`config.mk`:
```
export PLATFORM = sky130hd
export DESIGN_NAME = dpram_port_arbiter
export DESIGN_NICKNAME = d
export VERILOG_FILES = /design/src/rtl/dpram_port_arbiter.sv
export SDC_FILE = /design/constraint.sdc
export NUM_CORES = 1
export LEC_CHECK = 0
export BUFFER_PORTS_ARGS = -buffer_cell sky130_fd_sc_hd__buf_2
export CORE_MARGIN = 3
export CORE_UTILIZATION = 39
export DETAILED_ROUTE_END_ITERATION = 10
export PLACE_DENSITY_LB_ADDON = 0.25
export SETUP_SLACK_MARGIN = 0.5
export SLEW_MARGIN = 20
export SYNTH_ARGS = -nofsm -noshare
export SYNTH_HDL_FRONTEND = slang
export SYNTH_SLANG_ARGS = --single-unit
export TNS_END_PERCENT = 1
```
`constraint.sdc`:
```
create_clock -name clk -period 4.8 [get_ports clk]
set_clock_uncertainty 0.1 [all_clocks]
set_input_delay 0.24 -clock clk [delete_from_list [all_inputs] [get_ports clk]]
set_output_delay 0.24 -clock clk [all_outputs]
set_load 0.01 [all_outputs]
```
`src/rtl/dpram_port_arbiter.sv`:
```
// Access controller in front of a dual-port RAM: grants each requester its port, stalls one side
// on a same-word collision involving a write. Optional macro RR_FAIR_EN selects round-robin winner.
module dpram_port_arbiter #(
  parameter int DW = 4,
  parameter int AW = 2,
  parameter int CW = 8
) (
  input  logic          clk,
  input  logic          rst_n,
  input  logic          a_req,
  input  logic          b_req,
  input  logic          a_we,
  input  logic          b_we,
  input  logic [AW-1:0] a_addr,
  input  logic [AW-1:0] b_addr,
  input  logic [DW-1:0] a_wdata,
  input  logic [DW-1:0] b_wdata,
  output logic          a_gnt,
  output logic          b_gnt,
  output logic          a_rvalid,
  output logic          b_rvalid,
  output logic [DW-1:0] a_rdata,
  output logic [DW-1:0] b_rdata,
  output logic          ram_wea,
  output logic          ram_web,
  output logic [AW-1:0] ram_addra,
  output logic [AW-1:0] ram_addrb,
  output logic [DW-1:0] ram_dina,
  output logic [DW-1:0] ram_dinb,
  input  logic [DW-1:0] ram_douta,
  input  logic [DW-1:0] ram_doutb,
  output logic [CW-1:0] coll_cnt
);

  // Handshake: a request transfers in the cycle where x_req & x_gnt; a stalled requester keeps
  // req/we/addr/wdata stable until granted. Read data follows with x_rvalid one cycle later.
  logic          w_coll;
  logic          w_a_wins;
  logic          w_a_gnt;
  logic          w_b_gnt;
  logic          r_a_rvalid;
  logic          r_b_rvalid;
  logic [CW-1:0] r_coll_cnt;

  assign w_coll = a_req & b_req & (a_addr == b_addr) & (a_we | b_we);

`ifdef RR_FAIR_EN
  // 1 = B won the last collision, so A is favoured next; reset lets A win the first one.
  logic r_last_win;

  assign w_a_wins = r_last_win;

  always_ff @(posedge clk or negedge rst_n) begin
    if (!rst_n) begin
      r_last_win <= 1'b1;
    end else if (w_coll) begin
      r_last_win <= ~w_a_wins;
    end
  end
`else
  assign w_a_wins = 1'b1;
`endif

  // Grants are held low while reset is asserted so nothing reaches the RAM.
  assign w_a_gnt = rst_n & a_req & (~w_coll | w_a_wins);
  assign w_b_gnt = rst_n & b_req & (~w_coll | ~w_a_wins);

  assign a_gnt     = w_a_gnt;
  assign b_gnt     = w_b_gnt;
  assign ram_wea   = w_a_gnt & a_we;
  assign ram_web   = w_b_gnt & b_we;
  assign ram_addra = a_addr;
  assign ram_addrb = b_addr;
  assign ram_dina  = a_wdata;
  assign ram_dinb  = b_wdata;
  assign a_rdata   = ram_douta;
  assign b_rdata   = ram_doutb;
  assign a_rvalid  = r_a_rvalid;
  assign b_rvalid  = r_b_rvalid;
  assign coll_cnt  = r_coll_cnt;

  always_ff @(posedge clk or negedge rst_n) begin
    if (!rst_n) begin
      r_a_rvalid <= 1'b0;
      r_b_rvalid <= 1'b0;
    end else begin
      r_a_rvalid <= w_a_gnt & ~a_we;
      r_b_rvalid <= w_b_gnt & ~b_we;
    end
  end

  // Saturating debug counter: sticks at all-ones instead of wrapping.
  always_ff @(posedge clk or negedge rst_n) begin
    if (!rst_n) begin
      r_coll_cnt <= '0;
    end else if (w_coll && (r_coll_cnt != {CW{1'b1}})) begin
      r_coll_cnt <= r_coll_cnt + CW'(1);
    end
  end

endmodule

```
# Yosys cells after proc, flatten, opt, wreduce, memory -nomap -nowiden
# Cells that the tools add are included.
[classes]
n_addsub = 1
mul = 0
div = 0
n_lt_le_gt_ge = 0
eq_ne = 2
n_shift = 0
muxes = 0
n_bitwise = 14
n_reduce_logical = 1
[op_table]
columns = ["operator", "count"]
rows = [
  ["1-bit bitwise AND", 10],
  ["8-bit by 1-bit adder with 8-bit output, second input constant", 1],
  ["8-bit != test, second input constant", 1],
  ["1-bit inverter", 3],
  ["2-bit equality test", 1],
  ["1-bit logical AND", 1],
  ["1-bit bitwise OR", 1],
]
[word_totals]
regBits = 10
latchBits = 0
mem_bits_rw = 0
romBits = 0
wordCells = 21
n_memories = 0

# Logic depth before layout (Yosys ltp)
# Gate-level depths: netlist (run 1).
[logic_depth]
ltp_word = 6
ltp_mapped = 5
mapped_depth_nobuf = 5

# Worst setup path before layout (run 1)
# No wires, ideal clock.
[synth_timing]
path_kind = "reg-to-reg"
start = "register r_coll_cnt[0] (netlist: coll_cnt[0])"
end = "register r_coll_cnt[1] (netlist: coll_cnt[1])"
t_arrival_ps = 1406
required_time_ps = 4575
setup_slack_ps = 3169
path_stages_with_launch = 6
path_buffers = 0
period_less_slack_ps = 1631
path_cell_list = "dfrtp_1 > ha_1 > and2_1 > nand3_1 > and2_4 > mux2_2"
[synth_between]
elab_chain_cells = 2
[synth_rtl]
columns = ["item", "line", "rtl"]
rows = [
  ["start, declared", "43", "logic [CW-1:0] r_coll_cnt;"],
  ["start signal, assigned", "97", "r_coll_cnt <= r_coll_cnt + CW'(1);"],
  ["parallel branches: the longest is 2 deep, another holds 8-bit by 1-bit adder with 8-bit output", "n/a", ""],
]
# Several ways; the timed one is not identified.
# A chain may end at the register's enable or synchronous reset.

# Final worst setup path (run 1)
[layout_timing]
start = "input port rst_n"
end = "output port ram_web"
[layout_between]
elab_chain_cells = 3
[layout_rtl]
columns = ["item", "line", "rtl"]
rows = [
  ["start, declared", "9", "input logic rst_n,"],
  ["1-bit bitwise AND (2 in series)", "66", "assign w_b_gnt = rst_n & b_req & (~w_coll | ~w_a_wins);"],
  ["1-bit bitwise AND", "71", "assign ram_web = w_b_gnt & b_we;"],
  ["end, declared", "25", "output logic ram_web,"],
]
# No other way between the ends.

==> flow_summary.yaml, run 1 <==
route:
  drc: 0
  routed_antenna_nets: 0
  route.detailed.wl_per_inst_um: 13.0
  drt_pass1_iterations: 4
  vias_per_cell: 4.85
  drt-total-wl_mm: 1.23
  via_count: 456
  first_iter_violations: 3
placed_design:
  number_of_port_buffers: 27
  pre_cts_slack_ns: 3.14
  placedInstanceArea_um2: 688
  gp_congestion: 0.702
  place_inst: 89
  dp_hpwl_um: 993
sta:
  report.final.slew_viol_count: 0
  setup_violations: 0
  finalWorstPathRequiredPeriod_ns: 1.85
  setup_total_negative_slack_ns: 0
  timing_worst_slew_pin_value_ns: 0.346
  fmax_ghz: 0.540
  finalHoldViolations: 0
  fin_crit_sh: 0.386
  whs_ns: 0.0664
  setup_ws_final_ns: 2.95
  rsz0062_at_grt: "no"
  slew_hr: 0.768
pwr:
  internal_power_w: 0.000174
  p_sw_frac: 0.301
  comb_power_share: 0.249
  power_switching_w: 0.0000748
  leakagePower_nw: 0.402
  cellPowerDensity_nw_per_um2: 339
  power.clock.fraction: 0.303
  ir_worst_vdd_mv: 0.233
  power.sequential.fraction: 0.448
floorplanning:
  top_level_ports: 60
  die_h_um: 47.9
  start_util: 0.433
  fp-row-count: 14
  die_area_um2: 2290
  core_um2: 1580
  chipWidth_um: 47.9
worst_setup_path:
  critical_path.slowest_cell: "sky130_fd_sc_hd__dlygate4sd3_1"
  worst_ep_required_time_ns: 4.46
  critical_path.top_delay_family: "buffers and inverters"
  path_buf_inv: 3
  arrival_ns: 1.51
  worstPathMaxFanout: 13
  timing.setup.critical_path_class: "in -> out"
  r2r_slack_ns: 3.13
  cp_slowest_stage_delay_ns: 0.52
  startpoint_type: "primary input"
  worst_setup_path_endpoint: "ram_web"
  origin_of_the_critical_flop_to_flop_path: "coll_cnt[0]"
  reg2reg_to: "coll_cnt[1]"
  critical_path.cell_chain: "dlygate4sd3_1, buf_2, nand2_1, nor2_1, and2_2, buf_2"
  reg2regPathDepth: 5
  timing.critical_path.depth: 6
  worstSetupEndpointType: "output pin"
  worst_path_most_repeated_cell: "sky130_fd_sc_hd__buf_2"
  startpoint: "rst_n"
finish:
  most-common-layout-cells: "27 x sky130_fd_sc_hd__buf_2, 10 x sky130_fd_sc_hd__dfrtp_1, 4 x sky130_fd_sc_hd__nand2_1"
  antenna_cells: 0
  area_occupied_by_multi_input_gates_um2: 283
  layout_commonest_cell: "sky130_fd_sc_hd__buf_2"
  drive_above_1_share: 0.500
  fin_area_um2: 734
  area_delta_synth_final_pct: 7.51
  fin_nets: 106
  seqCellArea_um2: 250
  finalNonFillerCells: 94
  fillerInstances: 160
clocking:
  numClockSinks: 10
  cts_max_level: 1
  tritoncts: "built"
  cts.repair_timing.setup_buffer_count: 0
  root_buffer: "sky130_fd_sc_hd__clkbuf_4"
  clk_transition_reported_paths_ns: 0.07
  cts_inserted_buffers: 3
  cts_buffer_depth: 2
  insertion_delay_ns: 0.26
yosys:
  postSynthAreaPerCell_um2: 10.4
  synth_seq_cells: 10
  netlist_area_um2: 683
  synthDistinctLibCells: 24
  yosys_warnings: 0
  synth.yosys.seq_area_share: 0.366
  number_of_nets_produced_by_synthesis: 93
  synthesis.instances: 66
global_route:
  grt_use_total: 0.123
  gr-total-overflow: 0
  global_route_wire_length_before_repair_mm: 1.93
  grt_antenna_before_repair: 0
  grt_pass1_vias: 442
  largest_net_degree_at_the_start_of_global_routing: 14
status:
  status: "finished, final reports clean"
hold_path:
  hold_path_class: "in -> reg"
  worstHoldPathCells: 2
run:
  cap_violations: 0
[per-layer routing]
metal / GRT usage / vias up / wire [um]
li1: - / 226 / -
met1: 0.146 / 211 / 479
met2: 0.195 / 19 / 609
met3: 0.0752 / 0 / 135
met4: 0.0161 / 0 / 0
met5: 0 / - / 0
[flip-flops by register name, indices dropped and copies added (netlist names)]
signal    count
b_rvalid      1
a_rvalid      1
coll_cnt      8
[worst min-delay path by stage]
| stage | startpoint | to | slack [ns] |
|---|---|---|---|
| 5_1_grt | b_we | b_rvalid | 0.06 |
| 6_report | a_we | a_rvalid | 0.07 |
| 4_1_cts | a_we | a_rvalid | 0.06 |
| 3_5_place_dp | rst_n | coll_cnt[4] | 0.03 |
| 2_1_floorplan | rst_n | a_rvalid | -0.16 |
| 3_3_place_gp | rst_n | coll_cnt[6] | 0.03 |
[kinds of logic after synthesis]
group,after synthesis,share of synthesized area
compound gates,1,0.0183
xor+xnor,6,0.0769
fa+ha+maj,1,0.0183
buf+inv,20,0.220
flops,10,0.366
mux,4,0.0714
simple gates,24,0.229
[power groups by stage]
stage / Clock, W / Combinational, W / Sequential (W)
2_1_floorplan: 0 / 0.0000430 / 0.000118
3_3_place_gp: 0 / 0.0000613 / 0.000112
3_5_place_dp: 0 / 0.0000627 / 0.000113
4_1_cts: 0.0000790 / 0.0000634 / 0.000112
5_1_grt: 0.0000858 / 0.0000695 / 0.000116
6_report: 0.0000754 / 0.0000618 / 0.000111
[area by class of cell]
cell class	count	area share
clock buffers	4	0.0494
multi-input cells	36	0.385
flip-flops and latches	10	0.341
well taps	16	0.0273
repair buffers	28	0.198
[stage by stage]
| step | utilization | power [W] |
|---|---|---|
| 6_report | 0.466 | 0.000249 |
| 5_1_grt | 0.466 | 0.000271 |
| 4_1_cts | 0.466 | 0.000254 |
| 3_5_place_dp | 0.437 | 0.000175 |
| 3_3_place_gp | 0.437 | 0.000174 |
| 2_1_floorplan | - | 0.000161 |
[cell usage after synthesis, drive strengths merged]
cell / n / area [um2]
and2: 5 / 35.0
and3: 2 / 12.5
and4: 1 / 8.76
buf: 20 / 150
dfrtp: 10 / 250
ha: 1 / 12.5
mux2: 4 / 48.8
nand2: 4 / 15.0
nand2b: 1 / 6.26
nand3: 3 / 15.0
nand4: 3 / 25.0
nor2: 1 / 3.75
nor2b: 1 / 6.26
nor3: 2 / 21.3
o211ai: 1 / 12.5
or2b: 1 / 7.51
xnor2: 3 / 26.3
xor2: 3 / 26.3
[worst reg2reg max path, stage by stage (launching register included)]
cell                      delay [ns]
sky130_fd_sc_hd__dfrtp_1        0.42
sky130_fd_sc_hd__ha_1           0.22
sky130_fd_sc_hd__and2_1         0.19
sky130_fd_sc_hd__nand3_1        0.14
sky130_fd_sc_hd__and2_4         0.17
sky130_fd_sc_hd__mux2_2         0.32
[repair_timing]
item,CTS,global route
hold buffers,1,0
endpoints found under the setup margin,0,0
endpoints found under the hold margin,10,0
gates resized for setup,0,0
Note: power is estimated with default switching activity, not from simulation.
==> run 2, diff against run 1 <==
CORE_ASPECT_RATIO = 1.4   (was unset)
CORE_UTILIZATION = 37   (was 39)
clock period = 1.9 ns   (was 4.8 ns; I/O delays follow)
==> flow_summary.yaml, run 2 (synthesized netlist as in run 1, its figures left out) <==
status:
  status: "finished, final reports clean"
sta:
  slew_hr: 0.704
  setup_violations: 0
  timing_worst_slew_pin_value_ns: 0.443
  fmax_ghz: 0.684
  setup_total_negative_slack_ns: 0
  finalWorstPathRequiredPeriod_ns: 1.46
  fin_crit_sh: 0.769
  finalHoldViolations: 0
  report.final.slew_viol_count: 0
  rsz0062_at_grt: "yes"
  whs_ns: 0.0900
worst_setup_path:
  critical_path.slowest_cell: "sky130_fd_sc_hd__dfrtp_1"
  reg2regPathDepth: 5
  startpoint_type: "flop"
  arrival_ns: 1.50
  worstSetupEndpointType: "flop"
  r2r_slack_ns: 0.44
  reg2reg_to: "coll_cnt[6]"
  cp_slowest_stage_delay_ns: 0.39
  worstPathMaxFanout: 3
  critical_path.top_delay_family: "flip-flops"
  path_buf_inv: 1
  timing.setup.critical_path_class: "reg -> reg"
  worst_ep_required_time_ns: 1.94
  origin_of_the_critical_flop_to_flop_path: "coll_cnt[1]"
  critical_path.cell_chain: "ha_2, and2_4, buf_4, nand4_2, mux2_4"
placed_design:
  placedInstanceArea_um2: 702
  number_of_port_buffers: 27
  gp_congestion: 0.742
  dp_hpwl_um: 927
global_route:
  grt_pass1_vias: 509
  gr-total-overflow: 0
  largest_net_degree_at_the_start_of_global_routing: 11
  grt_antenna_before_repair: 0
  grt_use_total: 0.122
  global_route_wire_length_before_repair_mm: 2.19
finish:
  utilization: 0.492
  antenna_cells: 0
  largest_register_ff_count: 8
  fin_nets: 115
  area_delta_synth_final_pct: 19.4
  most-common-layout-cells: "27 x sky130_fd_sc_hd__buf_2, 10 x sky130_fd_sc_hd__dfrtp_1, 6 x sky130_fd_sc_hd__buf_4, 4 x sky130_fd_sc_hd__nand2_1, 4 x sky130_fd_sc_hd__dlygate4sd3_1"
  fin_area_um2: 816
  drive_above_1_share: 0.558
  layout_commonest_cell: "sky130_fd_sc_hd__buf_2"
  fillerInstances: 171
clocking:
  root_buffer: "sky130_fd_sc_hd__clkbuf_4"
  cts_max_level: 1
  cts_inserted_buffers: 3
  insertion_delay_ns: 0.25
  clk_transition_reported_paths_ns: 0.06
  cts_buffer_depth: 2
  tritoncts: "built"
  numClockSinks: 10
hold_path:
  min_delay_worst_endpoint: "a_rdata[2]"
  worstHoldPathCells: 0
  hold_path_class: "in -> out"
  hp-start: "ram_douta[2]"
pwr:
  internal_power_w: 0.000452
  power_switching_w: 0.000197
  cellPowerDensity_nw_per_um2: 796
  leakagePower_nw: 0.439
  power.clock.fraction: 0.212
  p_sw_frac: 0.304
  comb_power_share: 0.365
  ir_worst_vdd_mv: 0.531
  power.sequential.fraction: 0.423
floorplanning:
  die_area_um2: 2410
  top_level_ports: 60
  core_um2: 1660
  start_util: 0.412
  fp-row-count: 17
  die_h_um: 56.8
  chipWidth_um: 42.3
route:
  vias_per_cell: 4.76
  route.detailed.wl_per_inst_um: 12.6
  via_count: 500
  drc: 0
  first_iter_violations: 3
  routed_antenna_nets: 0
  drt_pass1_iterations: 4
  drt-total-wl_mm: 1.32
run:
  cap_violations: 0
[run 2: power groups by stage]
stage                     combinational [W]  sequential, W  clock, W
after detailed placement           0.000161       0.000287         0
after floorplan                    0.000114       0.000298         0
after global routing               0.000260       0.000280  0.000158
final                              0.000237       0.000275  0.000138
after global placement             0.000159       0.000282         0
after CTS                          0.000226       0.000273  0.000148
[run 2: worst max-delay path by stage]
stage	slack (ns)	depth (start not counted)	from	end
2_1_floorplan	0.37	5	coll_cnt[0]	coll_cnt[1]
3_3_place_gp	0.39	5	coll_cnt[0]	coll_cnt[1]
3_5_place_dp	0.36	5	coll_cnt[0]	coll_cnt[1]
4_1_cts	0.44	5	coll_cnt[0]	coll_cnt[1]
5_1_grt	0.40	5	coll_cnt[1]	coll_cnt[6]
6_report	0.44	5	coll_cnt[1]	coll_cnt[6]
[run 2: cell type report]
cell class / instances / area [um2] / area share
Clock buffer: 3 / 22.5 / 0.0276
Multi-Input combinational cell: 36 / 299 / 0.367
Sequential cell: 10 / 250 / 0.307
Tap cell: 19 / 23.8 / 0.0291
Timing Repair Buffer: 37 / 220 / 0.270
[run 2: per-stage QoR]
step | setup slack [ns] | instances | power, W
after floorplan | 0.366 | 66 | 0.000413
after global placement | 0.394 | 92 | 0.000440
after detailed placement | 0.358 | 92 | 0.000448
after CTS | 0.439 | 104 | 0.000647
after global routing | 0.399 | 105 | 0.000697
final | 0.439 | 105 | 0.000649
[run 2: per-layer routing]
metal  track usage  wire length (um)
met4        0.0933                25
met2         0.192               681
met5             0                 0
met1         0.124               498
met3        0.0513               117
[run 2: timing repair]
item / in CTS / in global routing
setup endpoints to repair: 3 / 7
resized for setup: 1 / 1
setup buffers: 5 / 1
hold buffers: 4 / 0
pin swaps: 1 / 1
endpoints found under the hold margin: 12 / 0
==> run 3, diff against run 2 <==
ABC_AREA = 1   (was unset)
CORE_UTILIZATION = 39   (was 37)
clock period = 1.4 ns   (was 1.9 ns; I/O delays follow)
==> flow_summary.yaml, run 3 <==
yosys:
  post_synth_xor_area_fraction: 0.0325
  yosys.area_share.adder: 0.0155
  post_synth_and_or_nand_nor_area_fraction: 0.350
  postSynth.topFlopCell: "sky130_fd_sc_hd__dfrtp_1"
  synth.yosys.seq_area_share: 0.310
  yosysMostFrequentCell: "sky130_fd_sc_hd__nand2_1"
  netlist_area_um2: 808
  synth-async-reset-ratio: 1.00
  postSynthAreaPerCell_um2: 6.85
  synthDistinctLibCells: 16
  netlist_top_cells_area: "sky130_fd_sc_hd__dfrtp_1 31%, sky130_fd_sc_hd__nand2_1 21%, sky130_fd_sc_hd__buf_4 19%"
  synth-edff-count: 0
  number_of_nets_produced_by_synthesis: 145
  post_synthesis_cell_type_with_the_largest_combined_area: "sky130_fd_sc_hd__dfrtp_1"
  compound_gate_portion_of_the_synthesized_area: 0.0418
  yosysTopAreaCellShare: 0.310
  main_combinational_cell_family_by_area_after_synthesis: "simple AND/OR/NAND/NOR gates"
  post_synth_most_frequent_cells: "45 x sky130_fd_sc_hd__nand2_1, 20 x sky130_fd_sc_hd__buf_4, 14 x sky130_fd_sc_hd__inv_1, 11 x sky130_fd_sc_hd__nor2_1, 10 x sky130_fd_sc_hd__dfrtp_1"
  yosys-mux-area-fraction: 0
  synthesis.instances: 118
  synth_seq_cells: 10
  yosys_warnings: 0
route:
  drc: 0
  top_routing_layer_used: "met4"
  drt-total-wl_mm: 1.81
  wl_met1_um: 653
  route.detailed.wl_per_inst_um: 11.5
  met2_wirelength_um: 934
  first_iter_violations: 7
  wl_met3_um: 174
  via_count: 751
  drt_pass1_iterations: 4
  routed_antenna_nets: 0
  vias_per_cell: 4.75
floorplanning:
  core_um2: 1870
  fp-row-count: 18
  chipWidth_um: 44.5
  die_area_um2: 2660
  start_util: 0.432
  die_h_um: 59.9
  top_level_ports: 60
worst_setup_path:
  worstPathMaxFanout: 7
  startpoint_type: "flop"
  timing.setup.critical_path_class: "reg -> reg"
  worst_ep_required_time_ns: 1.51
  worstSetupEndpointType: "flop"
  arrival_ns: 1.37
finish:
  layout_commonest_cell: "sky130_fd_sc_hd__nand2_1"
  fin_nets: 166
  fillerInstances: 198
  largest_register_ff_count: 8
  area_delta_synth_final_pct: 18.3
  fin_area_um2: 956
  antenna_cells: 0
  most-common-layout-cells: "44 x sky130_fd_sc_hd__nand2_1, 27 x sky130_fd_sc_hd__buf_2, 12 x sky130_fd_sc_hd__inv_1, 11 x sky130_fd_sc_hd__nor2_1, 9 x sky130_fd_sc_hd__dfrtp_1"
  drive_above_1_share: 0.341
sta:
  report.final.slew_viol_count: 0
  slew_hr: 0.860
  finalHoldViolations: 0
  fin_crit_sh: 0.901
  fmax_ghz: 0.793
  setup_violations: 0
  timing_worst_slew_pin_value_ns: 0.210
  rsz0062_at_grt: "yes"
  setup_total_negative_slack_ns: 0
  finalWorstPathRequiredPeriod_ns: 1.26
placed_design:
  gp_congestion: 0.750
  placedInstanceArea_um2: 843
  dp_hpwl_mm: 1.39
  number_of_port_buffers: 27
clocking:
  insertion_delay_ns: 0.27
  clk_transition_reported_paths_ns: 0.07
  root_buffer: "sky130_fd_sc_hd__clkbuf_4"
  numClockSinks: 10
  tritoncts: "built"
  cts_inserted_buffers: 3
  cts_buffer_depth: 2
  cts_max_level: 1
run:
  cap_violations: 0
global_route:
  grt_use_total: 0.158
  largest_net_degree_at_the_start_of_global_routing: 10
  gr-total-overflow: 0
  grt_antenna_before_repair: 0
  global_route_wire_length_before_repair_mm: 3.11
  grt_pass1_vias: 717
pwr:
  leakagePower_nw: 0.588
  ir_worst_vdd_mv: 0.498
  cellPowerDensity_nw_per_um2: 948
status:
  status: "finished, final reports clean"
hold_path:
  hold_path_class: "in -> reg"
run 3: cell types whose count changed in the layout (fill, tap and decap cells not counted), moves of 2 or more:
cell / change
sky130_fd_sc_hd__nand2_1: +40
sky130_fd_sc_hd__inv_1: +12
sky130_fd_sc_hd__nor2_1: +10
sky130_fd_sc_hd__and2_1: -2
sky130_fd_sc_hd__and2_4: -2
sky130_fd_sc_hd__and3_1: -2
sky130_fd_sc_hd__inv_2: +2
sky130_fd_sc_hd__mux2_4: -2
sky130_fd_sc_hd__nand3b_1: +2
sky130_fd_sc_hd__nand4_1: -2
sky130_fd_sc_hd__o21ai_0: +2
sky130_fd_sc_hd__xor2_1: -2
run 3: repair_timing:
item | CTS | global route
resized for setup | 1 | 1
pin swaps | 2 | 4
buffers inserted | 4 | 0
setup endpoints to repair | 20 | 20
hold endpoints to repair | 12 | 0
hold buffers | 4 | 0
run 3: path summary, 6_finish.rpt:
kind / startpoint / endpoint / slack, ns / cells after the start
setup reg to reg: coll_cnt[0] / coll_cnt[4] / 0.14 / 8
setup / recovery: coll_cnt[0] / coll_cnt[4] / 0.14 / 8
max in group asynchronous: rst_n / coll_cnt[2] / 0.79 / 3
hold reg to reg: coll_cnt[7] / coll_cnt[7] / 0.46 / 2
min in group asynchronous: rst_n / b_rvalid / 0.07 / 2
hold / removal: b_req / b_rvalid / 0.01 / 3
run 3: worst max-delay path: stages, from the launching register on:
cell	delay [ns]
sky130_fd_sc_hd__dfrtp_1	0.40
sky130_fd_sc_hd__ha_2	0.19
sky130_fd_sc_hd__nand3_2	0.08
sky130_fd_sc_hd__inv_2	0.04
sky130_fd_sc_hd__nand2_4	0.06
sky130_fd_sc_hd__inv_2	0.04
sky130_fd_sc_hd__nor2_4	0.15
sky130_fd_sc_hd__nand2_1	0.07
sky130_fd_sc_hd__nand2_1	0.06
run 3: cells by family (layout without fill, tap and decap cells):
group / Yosys count / in the layout
xor gates and xnor gates: 3 / 3
and+or+nand+nor: 66 / 66
buffers and inverters: 34 / 54
DFF: 10 / 10
AOI/OAI and AO/OA: 4 / 4
adders and majority gates: 1 / 1
run 3: metrics by stage:
stage | utilization | hold WS (ns) | instances | worst slack, ns | total power [W]
6_report | 0.511 | 0.0103 | 158 | 0.139 | 0.000906
3_3_place_gp | 0.451 | -0.220 | 146 | 0.101 | 0.000584
2_1_floorplan | - | -0.326 | 118 | 0.106 | 0.000550
4_1_cts | 0.511 | -0.0125 | 158 | 0.112 | 0.000919
5_1_grt | 0.511 | 0.0336 | 158 | 0.0324 | 0.000968
3_5_place_dp | 0.451 | -0.218 | 146 | 0.0560 | 0.000592
run 3: where the power goes:
| part | switching [W] | internal [W] |
|---|---|---|
| clock | 0.000112 | 0.000158 |
| sequential | 0.0000347 | 0.000326 |
| combinational | 0.000143 | 0.000133 |
| total | 0.000290 | 0.000616 |
run 3: area by class of cell:
cell class | count | area [um2] | area share
multi-input combinational | 74 | 378 | 0.395
sequential | 10 | 251 | 0.263
timing repair buffer | 36 | 213 | 0.223
inverter | 14 | 52.6 | 0.0550
clock buffer | 4 | 36.3 | 0.0380
tap | 20 | 25.0 | 0.0262
run 3: layer usage:
metal  vias up  track usage
met5         -            0
met4         0       0.0948
met3         9       0.0452
met2        34        0.271
met1       327        0.164
li1        381            -
